### config.mk
export PLATFORM = sky130hd
export DESIGN_NAME = mem_port_arbiter
export DESIGN_NICKNAME = d
export VERILOG_FILES = /design/src/rtl/mem_port_arbiter.sv
export SDC_FILE = /design/constraint.sdc
export NUM_CORES = 1
export LEC_CHECK = 0
export BUFFER_PORTS_ARGS = -buffer_cell sky130_fd_sc_hd__buf_4
export CAP_MARGIN = 0
export CELL_PAD_IN_SITES_DETAIL_PLACEMENT = 0
export CELL_PAD_IN_SITES_GLOBAL_PLACEMENT = 1
export CORE_MARGIN = 2
export CORE_UTILIZATION = 20
export DETAILED_ROUTE_END_ITERATION = 8
export GPL_ROUTABILITY_DRIVEN = 0
export GPL_TIMING_DRIVEN = 0
export PLACE_DENSITY = 0.93
export SLEW_MARGIN = 20
export SYNTH_ARGS = -nofsm -noshare
export SYNTH_HDL_FRONTEND = slang
export SYNTH_SLANG_ARGS = --single-unit
### constraint.sdc
create_clock -name clk -period 3.4 [get_ports clk]
set_clock_uncertainty 0.1 [all_clocks]
set_input_delay 0.51 -clock clk [delete_from_list [all_inputs] [get_ports clk]]
set_output_delay 0.51 -clock clk [all_outputs]
set_load 0.05 [all_outputs]
### src/rtl/mem_port_arbiter.sv
// Two-master arbiter for a single cache/memory port: fetch (m0) and LSU (m1) share s_*,
// with an in-order tag FIFO that routes read responses back to their issuer.
// Build option: define ARB_RR_EN for round-robin arbitration (default is fixed priority, m1 first).
module mem_port_arbiter #(
  parameter int ADDR_W    = 25,
  parameter int DATA_W    = 32,
  parameter int BE_W      = 4,
  parameter int MAX_OUTST = 4
) (
  input  logic              clk,
  input  logic              rst,
  input  logic [ADDR_W-1:0] m0_addr,
  input  logic              m0_read,
  output logic              m0_waitrequest,
  output logic [DATA_W-1:0] m0_readdata,
  output logic              m0_readdata_valid,
  input  logic              m0_flush,
  input  logic [ADDR_W-1:0] m1_addr,
  input  logic [BE_W-1:0]   m1_byte_en,
  input  logic [DATA_W-1:0] m1_writedata,
  input  logic              m1_read,
  input  logic              m1_write,
  output logic              m1_waitrequest,
  output logic [DATA_W-1:0] m1_readdata,
  output logic              m1_readdata_valid,
  output logic [ADDR_W-1:0] s_addr,
  output logic [BE_W-1:0]   s_byte_en,
  output logic [DATA_W-1:0] s_writedata,
  output logic              s_read,
  output logic              s_write,
  input  logic [DATA_W-1:0] s_readdata,
  input  logic              s_readdata_valid,
  input  logic              s_waitrequest,
  output logic              err_o
);

  localparam int PTR_W = $clog2(MAX_OUTST);
  localparam int CNT_W = PTR_W + 1;
  localparam logic [CNT_W-1:0] CNT_MAX = CNT_W'(MAX_OUTST);

  // Tag FIFO: one {id, drop} pair per slot, kept in flops so flush can touch every slot at once.
  logic [MAX_OUTST-1:0] id_reg;
  logic [MAX_OUTST-1:0] id_next;
  logic [MAX_OUTST-1:0] drop_reg;
  logic [MAX_OUTST-1:0] drop_next;
  logic [PTR_W-1:0]     head_reg;
  logic [PTR_W-1:0]     tail_reg;
  logic [CNT_W-1:0]     count_reg;
  logic                 err_reg;

  logic fifo_empty;
  logic fifo_full;
  logic pop;
  logic room;
  logic issue0;
  logic issue1;
  logic grant0;
  logic grant1;
  logic accept;
  logic push;
  logic head_id;
  logic head_drop;

  assign fifo_empty = (count_reg == '0);
  assign fifo_full  = (count_reg == CNT_MAX);
  assign head_id    = id_reg[head_reg];
  assign head_drop  = drop_reg[head_reg];

  assign pop  = ~rst & s_readdata_valid & ~fifo_empty;
  // A response leaving this cycle frees a slot for a read issued in the same cycle.
  assign room = ~fifo_full | pop;

  assign issue0 = ~rst & m0_read & room;
  assign issue1 = ~rst & (m1_write | (m1_read & room));

`ifdef ARB_RR_EN
  logic rr_reg;  // master preferred at the next contention

  assign grant1 = issue1 & (~issue0 | rr_reg);
  assign grant0 = issue0 & (~issue1 | ~rr_reg);

  always_ff @(posedge clk) begin
    if (rst) begin
      rr_reg <= 1'b0;
    end else if (accept) begin
      rr_reg <= grant0;
    end
  end
`else
  assign grant1 = issue1;
  assign grant0 = issue0 & ~issue1;
`endif

  assign accept = (grant0 | grant1) & ~s_waitrequest;
  assign push   = accept & (grant0 | (grant1 & m1_read));

  always_comb begin
    s_addr         = '0;
    s_byte_en      = '0;
    s_writedata    = '0;
    s_read         = 1'b0;
    s_write        = 1'b0;
    m0_waitrequest = 1'b1;
    m1_waitrequest = 1'b1;
    if (grant1) begin
      s_addr         = m1_addr;
      s_byte_en      = m1_byte_en;
      s_writedata    = m1_writedata;
      s_read         = m1_read;
      s_write        = m1_write;
      m1_waitrequest = s_waitrequest;
    end else if (grant0) begin
      s_addr         = m0_addr;
      s_byte_en      = '1;
      s_read         = 1'b1;
      m0_waitrequest = s_waitrequest;
    end
  end

  assign m0_readdata       = s_readdata;
  assign m1_readdata       = s_readdata;
  assign m0_readdata_valid = pop & ~head_id & ~head_drop;
  assign m1_readdata_valid = pop & head_id;
  assign err_o             = err_reg;

  // A fetch read accepted together with a flush is born already dropped.
  for (genvar gi = 0; gi < MAX_OUTST; gi++) begin : g_slot
    logic write_slot;
    assign write_slot = push & (tail_reg == PTR_W'(gi));

    always_comb begin
      id_next[gi]   = id_reg[gi];
      drop_next[gi] = drop_reg[gi];
      if (write_slot) begin
        id_next[gi]   = grant1;
        drop_next[gi] = grant0 & m0_flush;
      end else if (m0_flush & ~id_reg[gi]) begin
        drop_next[gi] = 1'b1;
      end
    end
  end

  always_ff @(posedge clk) begin
    if (rst) begin
      id_reg    <= '0;
      drop_reg  <= '0;
      head_reg  <= '0;
      tail_reg  <= '0;
      count_reg <= '0;
      err_reg   <= 1'b0;
    end else begin
      id_reg   <= id_next;
      drop_reg <= drop_next;
      if (push) begin
        tail_reg <= tail_reg + 1'b1;
      end
      if (pop) begin
        head_reg <= head_reg + 1'b1;
      end
      case ({push, pop})
        2'b10:   count_reg <= count_reg + 1'b1;
        2'b01:   count_reg <= count_reg - 1'b1;
        default: count_reg <= count_reg;
      endcase
      if (s_readdata_valid & fifo_empty) begin
        err_reg <= 1'b1;
      end
    end
  end

endmodule

==> impl_results.rst, run 1 <==
.. list-table::
   :header-rows: 1

   * - Metric
     - Value
   * - Number of sinks driven by the clock tree
     - 16
   * - RSZ-0062 raised after global routing
     - false
   * - Sum of met3 wire segment lengths after detailed routing
     - 980 microns
   * - Synth Instances
     - 236
   * - Number of post-CTS setup repair buffers
     - 0
   * - Worst EP arrival
     - ~2.3 ns
   * - Distinct cell type count of the synthesized netlist
     - 32
   * - Clock latency reported for the late side of the worst-skew pair
     - 0.25 ns
   * - Drc violations
     - 0
   * - I/O Buffers
     - 223
   * - Chip Height
     - 104 microns
   * - Peak supply drop
     - ~0.12 mV
   * - XOR/XNOR Fraction of Synth Area
     - 0.00878
   * - Mean area per synthesized cell
     - between 8 and 9 sq um
   * - Primary flip-flop cell chosen by synthesis mapping
     - dfxtp_1
   * - Sum of negative setup slack
     - 0 ns
   * - Per-cell routed wire length
     - 14.2 microns
   * - Reg2reg path depth
     - 9
   * - Synth Area in Compound Gates
     - 0.180
   * - R2r setup slk
     - roughly 0.51 ns
   * - # fillers
     - approximately 1000
   * - Final hold violation count
     - 0
   * - Metal-1 WL
     - 3.02 mm
   * - Post-DP HPWL
     - ~7.5 mm
   * - Maximum operating frequency
     - 343 MHz
   * - Initial cell density of the core
     - 0.205
   * - Placed instance area
     - 3830 sq um
   * - Core region area
     - 9730 sq um
   * - Layout net count
     - 596
   * - Simple-gate share of the synthesized area
     - 0.230
   * - Part of the Yosys area used for sequential elements
     - 0.161
   * - Transition time at the pin with the least slew margin
     - 0.558 ns
   * - Clock slew seen by the registers of the worst setup and hold paths
     - 0.06 ns
   * - Post-synth ARST share
     - 0
   * - Number of core rows
     - 36
   * - Number of flops mapped to enable cells by yosys
     - 0
   * - Maximum clock insertion buffer count
     - 2
   * - Number of global-route vias before repair
     - 2446
   * - Summed instance area of the synthesized netlist
     - 1990 sq um
   * - Num CTS Buffers
     - 3
   * - Req. time, crit path
     - ~2.8 ns
   * - Syn Nets
     - 368
   * - Initial antenna violation count
     - 0
   * - Wire length of the first global-routing pass
     - 12.7 mm
   * - Hold Path Depth
     - 2
   * - Final Critical Period
     - 2.91 ns
   * - DR WL met2
     - roughly 4.4 mm
   * - Number of routed nets with antenna violations
     - 0
   * - Portion of the clock cycle consumed by the worst path in the final layout
     - 0.856
   * - #FFs+latches synth
     - 16
   * - Count of final max-slew check failures
     - 0
   * - Max-slew headroom at the worst pin
     - 0.625
   * - Count of vias placed by the detailed router
     - roughly 2400
   * - Highest routed layer
     - met4
   * - Multiplexer share of the synthesized area
     - 0.0809
   * - Die outline area
     - 10800 sq um
   * - Largest family of logic cells by synthesized area
     - buffers and inverters
   * - Global Route Usage Sum
     - 0.143
   * - Area grow syn2layout
     - 95.0%
   * - Adder-cell share of the synthesized area
     - 0.0414
   * - DP Cell Count
     - 592
   * - Overall routed net length
     - around 8.5 mm
   * - Critical path class
     - flop to output pin
   * - Final standard cell count with taps included and fillers excluded
     - a little under 600
   * - Number of setup violations in the final report
     - 0
   * - Number of hold buffers added after CTS
     - 0
   * - Congestion Overflow GR
     - 0
   * - Cell at the root of the clock tree
     - clkbuf_8
   * - Maximum fanout encountered on the critical timing path
     - 10
   * - Maximum level of the CTS H-tree
     - 1
   * - Endpoint class of the critical path
     - output pin
   * - Total of warnings raised by yosys
     - 0
   * - Share of final-layout standard cells stronger than drive strength 1
     - 0.704
   * - Clock tree from TritonCTS
     - built
   * - Leakage power
     - about 2.1 nW
   * - Startpoint type of the worst setup path
     - flop
   * - Result of the run
     - complete, no violations
   * - Die X
     - 104 microns
   * - Maximum number of pins on one net before global-route repair
     - 11
   * - Via-per-instance ratio
     - 4.10
   * - Resized Gates After CTS
     - 0
   * - Total iterations of the first detailed-routing run
     - 4
   * - I/O Pins
     - 258
   * - Initial drt markers
     - 72
   * - Area of all placed cells without fillers
     - 3890 sq um
   * - Ant diodes
     - 0
   * - Type of the tightest min-delay check
     - flop to flop
   * - Max-cap check violation count
     - 0
   * - Power density over the cells
     - 299 nW/um^2
==> power by group <==
group          total (mW)  switching [mW]  internal (mW)
registers           0.211          0.0104          0.200
clock network       0.167          0.0638          0.103
logic               0.787           0.478          0.308
==> cell usage after synthesis (4+ instances only) <==
master | number | area, sq um
a21o_1 | 5 | 37.5
a21oi_1 | 4 | 20.0
a22o_1 | 25 | 219
and2_1 | 13 | 81.3
and2_4 | 20 | 175
buf_1 | 4 | 15.0
buf_2 | 4 | 20.0
buf_4 | 64 | 480
buf_6 | 4 | 45.0
dfxtp_1 | 16 | 320
ha_1 | 5 | 62.6
inv_1 | 6 | 22.5
mux2_2 | 5 | 56.3
mux2i_1 | 6 | 60.1
nor2_1 | 8 | 30.0
nor2b_1 | 10 | 62.6
nor3b_1 | 5 | 37.5
o21ai_0 | 6 | 30.0
o221ai_1 | 5 | 43.8
==> critical path: stages, from the launching register on <==
cell,delay [ns]
dfxtp_1,0.33
or4b_1,0.54
buf_2,0.19
and3_1,0.15
clkbuf_1,0.15
clkbuf_1,0.26
a22o_1,0.25
buf_4,0.19
==> cells in the final DEF, fill, tap and decap left out, drive strengths merged <==
cell / count
buf: 299
and2: 33
a22o: 25
dfxtp: 16
nor2b: 10
nor2: 8
clkbuf: 7
inv: 6
o21ai: 6
mux2i: 6
a21o: 5
o221ai: 5
nor3b: 5
mux2: 5
ha: 5
a21oi: 4
nand2b: 3
mux4: 2
nand2: 2
xor2: 2
or3: 2
nor3: 1
or4b: 1
a31o: 1
and3: 1
nor4: 1
nand4: 1
fa: 1
==> cells by family (layout without fill, tap and decap cells) <==
kind of cell    Yosys count  after routing
xor+xnor                  2              2
buf+inv                  85            312
flops                    16             16
fa+ha+maj                 6              6
simple gates             68             68
mux                      13             13
compound gates           46             46
==> area by class of cell <==
class                      instances  area [sq um]  share of cell area
tap                              133           166              0.0428
multi-input combinational        135          1080               0.278
inverter                           6          22.5             0.00579
clock buffer                       4          55.1              0.0142
timing repair buffer             223          1670               0.430
sequential                        16           320              0.0823
buffer                            79           572               0.147
==> stage by stage <==
stage | utilization | power (mW) | hold slack [ns] | worst slack [ns]
finish | 0.400 | 1.16 | 0.381 | 0.488
detailed placement | 0.394 | 1.01 | 0.367 | 0.279
floorplan | - | 0.743 | 0.366 | 0.354
global route | 0.400 | 1.21 | 0.412 | 0.334
CTS | 0.400 | 1.18 | 0.385 | 0.459
global placement | 0.394 | 0.999 | 0.353 | 0.343
==> layer usage <==
layer,vias up,global-route usage
met2,133,0.270
li1,1196,-
met4,0,0.0290
met1,1104,0.151
met3,8,0.0545
met5,-,0
==> worst paths after layout <==
check	startpoint	end
min	err_o	err_o
max	count_reg[0]	s_addr[8]
min reg2reg	err_o	err_o
max reg2reg	count_reg[0]	count_reg[2]
(Power assumes the default switching activity.)
==> run 2, diff against run 1 <==
--- a/config.mk
+++ b/config.mk
@@ -14,7 +14,7 @@
 export DETAILED_ROUTE_END_ITERATION = 8
 export GPL_ROUTABILITY_DRIVEN = 0
 export GPL_TIMING_DRIVEN = 0
-export PLACE_DENSITY = 0.93
+export PLACE_DENSITY_LB_ADDON = 0.1
 export SLEW_MARGIN = 20
 export SYNTH_ARGS = -nofsm -noshare
 export SYNTH_HDL_FRONTEND = slang
==> constraint.sdc (replaced) <==
create_clock -name clk -period 3.4 [get_ports clk]
set_clock_uncertainty 0.1 [all_clocks]
set_input_delay 0.85 -clock clk [delete_from_list [all_inputs] [get_ports clk]]
set_output_delay 0.85 -clock clk [all_outputs]
set_load 0.05 [all_outputs]
==> run 2 against run 1 <==
Effect of this change: critical path depth stayed put; power rose by 4.2%; global-route usage up 0.48 points; non-clock buffer count increased by 2; routed wire length is 2.8% higher; via count down 1.1%; die area unchanged; cell count is 0.34% higher; fmax down 13%; first-iteration DRC count down 28%; sequential cell count is the same; count of clock-buffer cells in the layout unchanged; critical path type is now input port to output pin.
==> impl_results.rst, run 2 (synthesis gave the netlist of run 1 again) <==
.. list-table::
   :header-rows: 1

   * - Metric
     - Value
   * - Most common library cell in the layout ignoring fill and taps
     - buf_4
   * - Endpoint class of the critical path
     - output pin
   * - Core region area
     - 9730 sq um (unchanged)
   * - Overall routed net length
     - 8.70 mm (+2.8%)
   * - Clock latency reported for the late side of the worst-skew pair
     - 0.25 ns (about the same)
   * - Leading cell types in the layout, fill and taps excluded
     - 244 x buf_4, 53 x buf_6, 25 x a22o_1
   * - Maximum operating frequency
     - 297 MHz (-13%)
   * - I/O Pins
     - 258 (unchanged)
   * - Clock slew seen by the registers of the worst setup and hold paths
     - 0.06 ns (about the same)
   * - Clock tree from TritonCTS
     - built
   * - Peak supply drop
     - 0.101 mV (-18%)
   * - Fraction of met2 tracks used by global routing
     - 0.296 (+0.0258)
   * - GR Util met1
     - 0.156 (+0.00502)
   * - Number of sinks driven by the clock tree
     - 16 (unchanged)
   * - Result of the run
     - complete, no violations
   * - Area of all placed cells without fillers
     - 4160 sq um (+7.0%)
   * - Core Util, Final
     - 0.428 (+0.0282)
   * - Chip Height
     - 104 microns (unchanged)
   * - Transition time at the pin with the least slew margin
     - 0.619 ns (+0.0608 ns)
   * - Maximum fanout encountered on the critical timing path
     - 10 (unchanged)
   * - Initial drt markers
     - 52 (-28%)
   * - Share of final-layout standard cells stronger than drive strength 1
     - 0.723 (+0.0185)
   * - Pint
     - 648 uW (+5.9%)
   * - Reg power frac
     - 0.174 (-0.007)
   * - Portion of the clock cycle consumed by the worst path in the final layout
     - 0.990 (+0.133)
   * - Wire length of the first global-routing pass
     - 12.9 mm (+1.9%)
   * - Req. time, crit path
     - 2.45 ns (-0.34 ns)
   * - Leakage power
     - 2.18 nW (+4.5%)
   * - Initial antenna violation count
     - 0 (unchanged)
   * - I/O Buffers
     - 223 (unchanged)
   * - Drc violations
     - 0 (unchanged)
   * - Ant diodes
     - 0 (unchanged)
   * - Number of core rows
     - 36 (unchanged)
   * - Maximum number of pins on one net before global-route repair
     - 11 (unchanged)
   * - Origin of the worst setup path
     - s_readdata_valid
   * - Per-cell routed wire length
     - 14.5 microns (+2.4%)
   * - Worst EP arrival
     - 2.42 ns (+0.12 ns)
   * - Power density over the cells
     - 291 nW/um^2 (-2.6%)
   * - Via-per-instance ratio
     - 4.04 (-1.4%)
   * - Number of hold buffers added after CTS
     - 0 (unchanged)
   * - Psw
     - 565 uW (+2.3%)
   * - Part of the power in combinational logic
     - 0.685 (+0.009)
   * - Most used routing layer
     - met2
   * - Met3 capacity usage during global routing
     - 0.0357 (-0.0188)
   * - Max-cap check violation count
     - 0 (unchanged)
   * - Final hold violation count
     - 0 (unchanged)
   * - RR Startpoint
     - count_reg[0]
   * - Hold wc startpoint
     - err_o
   * - Relative contribution of the clock network to total power
     - 0.142 (about the same)
   * - Die outline area
     - 10800 sq um (unchanged)
   * - Layout net count
     - 598 (+0.34%)
   * - Number of routed nets with antenna violations
     - 0 (unchanged)
   * - Area grow syn2layout
     - 109%
   * - RSZ-0062 raised after global routing
     - true
   * - Count of final max-slew check failures
     - 0 (unchanged)
   * - Critical path class
     - input port to output pin
   * - Placed instance area
     - 3840 sq um (+0.23%)
   * - Maximum level of the CTS H-tree
     - 1 (unchanged)
   * - Post-DP HPWL
     - 7.49 mm (+0.41%)
   * - Startpoint type of the worst setup path
     - input port
   * - Number of global-route vias before repair
     - 2408 (-1.6%)
   * - Number of setup violations in the final report
     - 0 (unchanged)
   * - Type of the tightest min-delay check
     - flop to flop
   * - Congestion Overflow GR
     - 0 (unchanged)
   * - Count of vias placed by the detailed router
     - 2415 (-1.1%)
   * - Max-slew headroom at the worst pin
     - 0.584 (-0.0408)
   * - Total iterations of the first detailed-routing run
     - 4 (unchanged)
   * - Num CTS Buffers
     - 3 (unchanged)
   * - Switching Share
     - 0.466 (-0.00870)
   * - Die X
     - 104 microns (unchanged)
   * - Initial cell density of the core
     - 0.205 (unchanged)
   * - Maximum clock insertion buffer count
     - 2 (unchanged)
   * - Cell at the root of the clock tree
     - clkbuf_8
   * - Final Critical Period
     - 3.37 ns (+0.454 ns)
   * - Global Route Usage Sum
     - 0.148 (+0.00476)
## run 2: cell count changes in the layout (fill, tap and decap cells not counted), moves of 2 or more
| cell | change |
|---|---|
| clkbuf_1 | -2 |
| buf_4 | -43 |
| buf_8 | +3 |
| buf_1 | -2 |
| buf_6 | +49 |
| buf_2 | -4 |
## run 2: timing repair
item / CTS / global route
pin swaps: 1 / 1
setup endpoints to repair: 60 / 60
buffers inserted: 0 / 2
gates cloned: 0 / 1
gates resized for setup: 10 / 62
endpoints found under the hold margin: 0 / 0
## run 2: metal layers
layer / vias to the layer above / wire (microns)
li1: 1202 / -
met1: 1070 / 3130
met2: 137 / 4780
met3: 6 / 695
met4: 0 / 97
met5: - / 0
## run 2: cell type report
cell class                      count  area, sq um
Tap cell                          133          166
Fill cell                        1006         5570
Clock buffer                        4         55.1
Timing Repair Buffer              226         1890
Buffer                             78          607
Sequential cell                    16          320
Inverter                            6         22.5
Multi-Input combinational cell    135         1100
## run 2: path summary, 6_finish.rpt
kind / to / slack, ns / depth (start not counted)
worst min-delay path: err_o / 0.38 / 2
worst max register to register: count_reg[2] / 0.57 / 9
worst max-delay path: s_addr[7] / 0.03 / 7
worst min register to register: err_o / 0.38 / 2
## run 2: power by group through the flow
stage / combinational [mW] / sequential (mW) / clock [mW]
floorplan: 0.528 / 0.216 / 0
global placement: 0.788 / 0.214 / 0
detailed placement: 0.790 / 0.215 / 0
CTS: 0.794 / 0.210 / 0.180
global route: 0.867 / 0.212 / 0.188
finish: 0.831 / 0.211 / 0.172
## run 2: metrics by stage
step | TNS, ns | setup WS, ns | cells | hold slack [ns] | total power, mW
after global routing | -0.00376 | -0.00376 | 598 | 0.432 | 1.27
after CTS | -0.450 | -0.0236 | 595 | 0.389 | 1.18
final | 0 | 0.0344 | 598 | 0.378 | 1.21
after detailed placement | -4.71 | -0.143 | 592 | 0.371 | 1.00
after global placement | -4.28 | -0.115 | 592 | 0.353 | 1.00
after floorplan | 0 | 0.0428 | 236 | 0.366 | 0.744
## run 2: critical path, stage by stage
cell and delay (ns):
buf_4 0.12, or4b_4 0.48, buf_6 0.15, a31o_4 0.23
buf_4 0.17, a22o_1 0.23, buf_4 0.18
==> run 3, diff against run 2 <==
--- a/config.mk
+++ b/config.mk
@@ -14,7 +14,7 @@
 export DETAILED_ROUTE_END_ITERATION = 8
 export GPL_ROUTABILITY_DRIVEN = 0
 export GPL_TIMING_DRIVEN = 0
-export PLACE_DENSITY_LB_ADDON = 0.1
+export PLACE_DENSITY = 0.91
 export SLEW_MARGIN = 20
 export SYNTH_ARGS = -nofsm -noshare
 export SYNTH_HDL_FRONTEND = slang
==> run 3 against run 2 <==
Effect of this change: via count up 0.17%; combinational power decreased by 2%; sequential share of layout area increased by 0.17 points; worst hold slack hardly changed; register-to-register slack got worse by 0.08 ns; count of clock-buffer cells in the layout stayed put; worst setup slack gained 0.051 ns; power down 1.3%; first-iteration DRC count is 46% higher; cell count fell by 0.33%; clock power hardly changed; critical path depth decreased by 1; largest cell class unchanged; highest routed layer unchanged.
==> impl_results.rst, run 3 (synthesis gave the netlist of run 1 again) <==
.. list-table::
   :header-rows: 1

   * - Metric
     - Value
   * - Result of the run
     - complete, no violations
   * - Portion of the clock cycle consumed by the worst path in the final layout
     - 0.975 (-0.0150)
   * - I/O Buffers
     - 223 (unchanged)
   * - Endpoint class of the critical path
     - output pin
   * - Worst EP arrival
     - 2.36 ns (-0.06 ns)
   * - Share of final-layout standard cells stronger than drive strength 1
     - 0.724 (+0.000961)
   * - Maximum level of the CTS H-tree
     - 1 (unchanged)
   * - Final Critical Period
     - 3.31 ns (-0.0509 ns)
   * - Pint
     - 635 uW (-1.9%)
   * - Global Route Usage Sum
     - 0.147 (-0.000996)
   * - Clock tree from TritonCTS
     - built
   * - Number of core rows
     - 36 (unchanged)
   * - Clock latency reported for the late side of the worst-skew pair
     - 0.25 ns (about the same)
   * - Leading cell types in the layout, fill and taps excluded
     - 262 x buf_4, 35 x buf_6, 25 x a22o_1
   * - Slowest stage cell on the critical path
     - or4b_4
   * - Power density over the cells
     - 294 nW/um^2 (+0.87%)
   * - Maximum operating frequency
     - 302 MHz (+1.5%)
   * - Clock slew seen by the registers of the worst setup and hold paths
     - 0.06 ns (about the same)
   * - Number of setup violations in the final report
     - 0 (unchanged)
   * - Num CTS Buffers
     - 3 (unchanged)
   * - Req. time, crit path
     - 2.45 ns (about the same)
   * - Worst path most repeated cell
     - buf_4
   * - Cell at the root of the clock tree
     - clkbuf_8
   * - Placed instance area
     - 3840 sq um (unchanged)
   * - Die X
     - 104 microns (unchanged)
   * - Number of routed nets with antenna violations
     - 0 (unchanged)
   * - Chip Height
     - 104 microns (unchanged)
   * - Wire length of the first global-routing pass
     - 12.9 mm (unchanged)
   * - Layout net count
     - 596 (-0.33%)
   * - Core region area
     - 9730 sq um (unchanged)
   * - Per-cell routed wire length
     - 14.4 microns (-0.96%)
   * - Initial drt markers
     - 76 (+46%)
   * - Part of the power in combinational logic
     - 0.683 (-0.002)
   * - Congestion Overflow GR
     - 0 (unchanged)
   * - Maximum fanout encountered on the critical timing path
     - 10 (unchanged)
   * - Relative contribution of the clock network to total power
     - 0.141 (about the same)
   * - Psw
     - 561 uW (-0.70%)
   * - Total iterations of the first detailed-routing run
     - 4 (unchanged)
   * - Reg power frac
     - 0.176 (+0.002)
   * - Crit path cell chain
     - buf_4, or4b_4, a31o_4, buf_4, a22o_1, buf_4
   * - Post-DP HPWL
     - 7.45 mm (-0.54%)
   * - Leakage power
     - 2.15 nW (-1.3%)
   * - Ant diodes
     - 0 (unchanged)
   * - Largest stage delay on the critical path
     - 0.52 ns (+0.04 ns)
   * - Maximum clock insertion buffer count
     - 2 (unchanged)
   * - Initial cell density of the core
     - 0.205 (unchanged)
   * - Max-cap check violation count
     - 0 (unchanged)
   * - Final hold violation count
     - 0 (unchanged)
   * - Area of all placed cells without fillers
     - 4070 sq um (-2.2%)
   * - Max-slew headroom at the worst pin
     - 0.614 (+0.0295)
   * - Peak supply drop
     - 0.155 mV (+54%)
   * - Switching Share
     - 0.469 (+0.00306)
   * - Via-per-instance ratio
     - 4.06 (+0.50%)
   * - Number of sinks driven by the clock tree
     - 16 (unchanged)
   * - Count of vias placed by the detailed router
     - 2419 (+0.17%)
   * - Core Util, Final
     - 0.419 (-0.00939)
   * - I/O Pins
     - 258 (unchanged)
   * - Transition time at the pin with the least slew margin
     - 0.575 ns (-0.0440 ns)
   * - # fillers
     - 987 (-1.9%)
   * - Type of the tightest min-delay check
     - flop to flop
   * - RSZ-0062 raised after global routing
     - false
   * - Die outline area
     - 10800 sq um (unchanged)
   * - Count of final max-slew check failures
     - 0 (unchanged)
   * - Number of global-route vias before repair
     - 2383 (-1.0%)
   * - Area grow syn2layout
     - 104%
   * - Overall routed net length
     - 8.59 mm (-1.3%)
   * - Initial antenna violation count
     - 0 (unchanged)
   * - Most common library cell in the layout ignoring fill and taps
     - buf_4
   * - Critical path class
     - input port to output pin
   * - Maximum number of pins on one net before global-route repair
     - 11 (unchanged)
   * - Startpoint type of the worst setup path
     - input port
   * - Drc violations
     - 0 (unchanged)
==> run 3: cell types whose count changed in the layout (fill, tap and decap cells not counted) <==
cell      change
clkbuf_2      +1
buf_8         -3
clkbuf_1      -1
buf_4        +18
buf_6        -18
buf_12        +1
==> run 3: area by class of cell <==
| cell class | count | area, sq um | area share |
|---|---|---|---|
| inverter | 6 | 22.5 | 0.00553 |
| buffer | 77 | 598 | 0.147 |
| tap | 133 | 166 | 0.0409 |
| multi-input combinational | 135 | 1100 | 0.270 |
| timing repair buffer | 225 | 1810 | 0.444 |
| sequential | 16 | 320 | 0.0786 |
| clock buffer | 4 | 55.1 | 0.0135 |
==> run 3: what timing repair did <==
item,CTS,global route
endpoints found under the setup margin,62,58
gates cloned,0,0
pin swaps,1,0
resized for setup,45,6
hold buffers,0,0
setup buffers,2,0
==> run 3: metrics by stage <==
| step | setup WS [ns] | power, mW | TNS [ns] | hold WS (ns) | instances |
|---|---|---|---|---|---|
| 6_report | 0.0853 | 1.20 | 0 | 0.379 | 596 |
| 2_1_floorplan | 0.0428 | 0.744 | 0 | 0.366 | 236 |
| 5_1_grt | 0.0327 | 1.25 | 0 | 0.398 | 596 |
| 3_5_place_dp | -0.205 | 1.01 | -9.32 | 0.369 | 592 |
| 4_1_cts | 0.00143 | 1.21 | 0 | 0.385 | 597 |
| 3_3_place_gp | -0.181 | 0.999 | -7.57 | 0.352 | 592 |
==> run 3: metal layers <==
layer / vias up / wire length (microns) / GRT usage
met4: 0 / 61 / 0.0232
met1: 1084 / 3160 / 0.157
met5: - / 0 / 0
li1: 1199 / - / -
met2: 130 / 4420 / 0.276
met3: 6 / 948 / 0.0570
==> run 3: worst paths after layout <==
check                                       from            to  slack [ns]  depth (start not counted)
worst min-delay path                       err_o         err_o        0.38                          2
worst max-delay path            s_readdata_valid    s_addr[13]        0.09                          6
worst max register to register      count_reg[0]  count_reg[2]        0.49                          9
worst min register to register             err_o         err_o        0.38                          2
==> run 3: critical path, delay by kind of cell <==
kind                   cells  cell delay [ns]
buffers and inverters      3             0.48
and+or+nand+nor            1             0.52
AOI/OAI and AO/OA          2             0.51
==> run 3: power by group through the flow <==
| stage | registers, mW | clock network [mW] | logic, mW |
|---|---|---|---|
| floorplan | 0.216 | 0 | 0.528 |
| global placement | 0.214 | 0 | 0.786 |
| detailed placement | 0.215 | 0 | 0.793 |
| CTS | 0.211 | 0.173 | 0.821 |
| global route | 0.213 | 0.180 | 0.854 |
| finish | 0.211 | 0.169 | 0.817 |
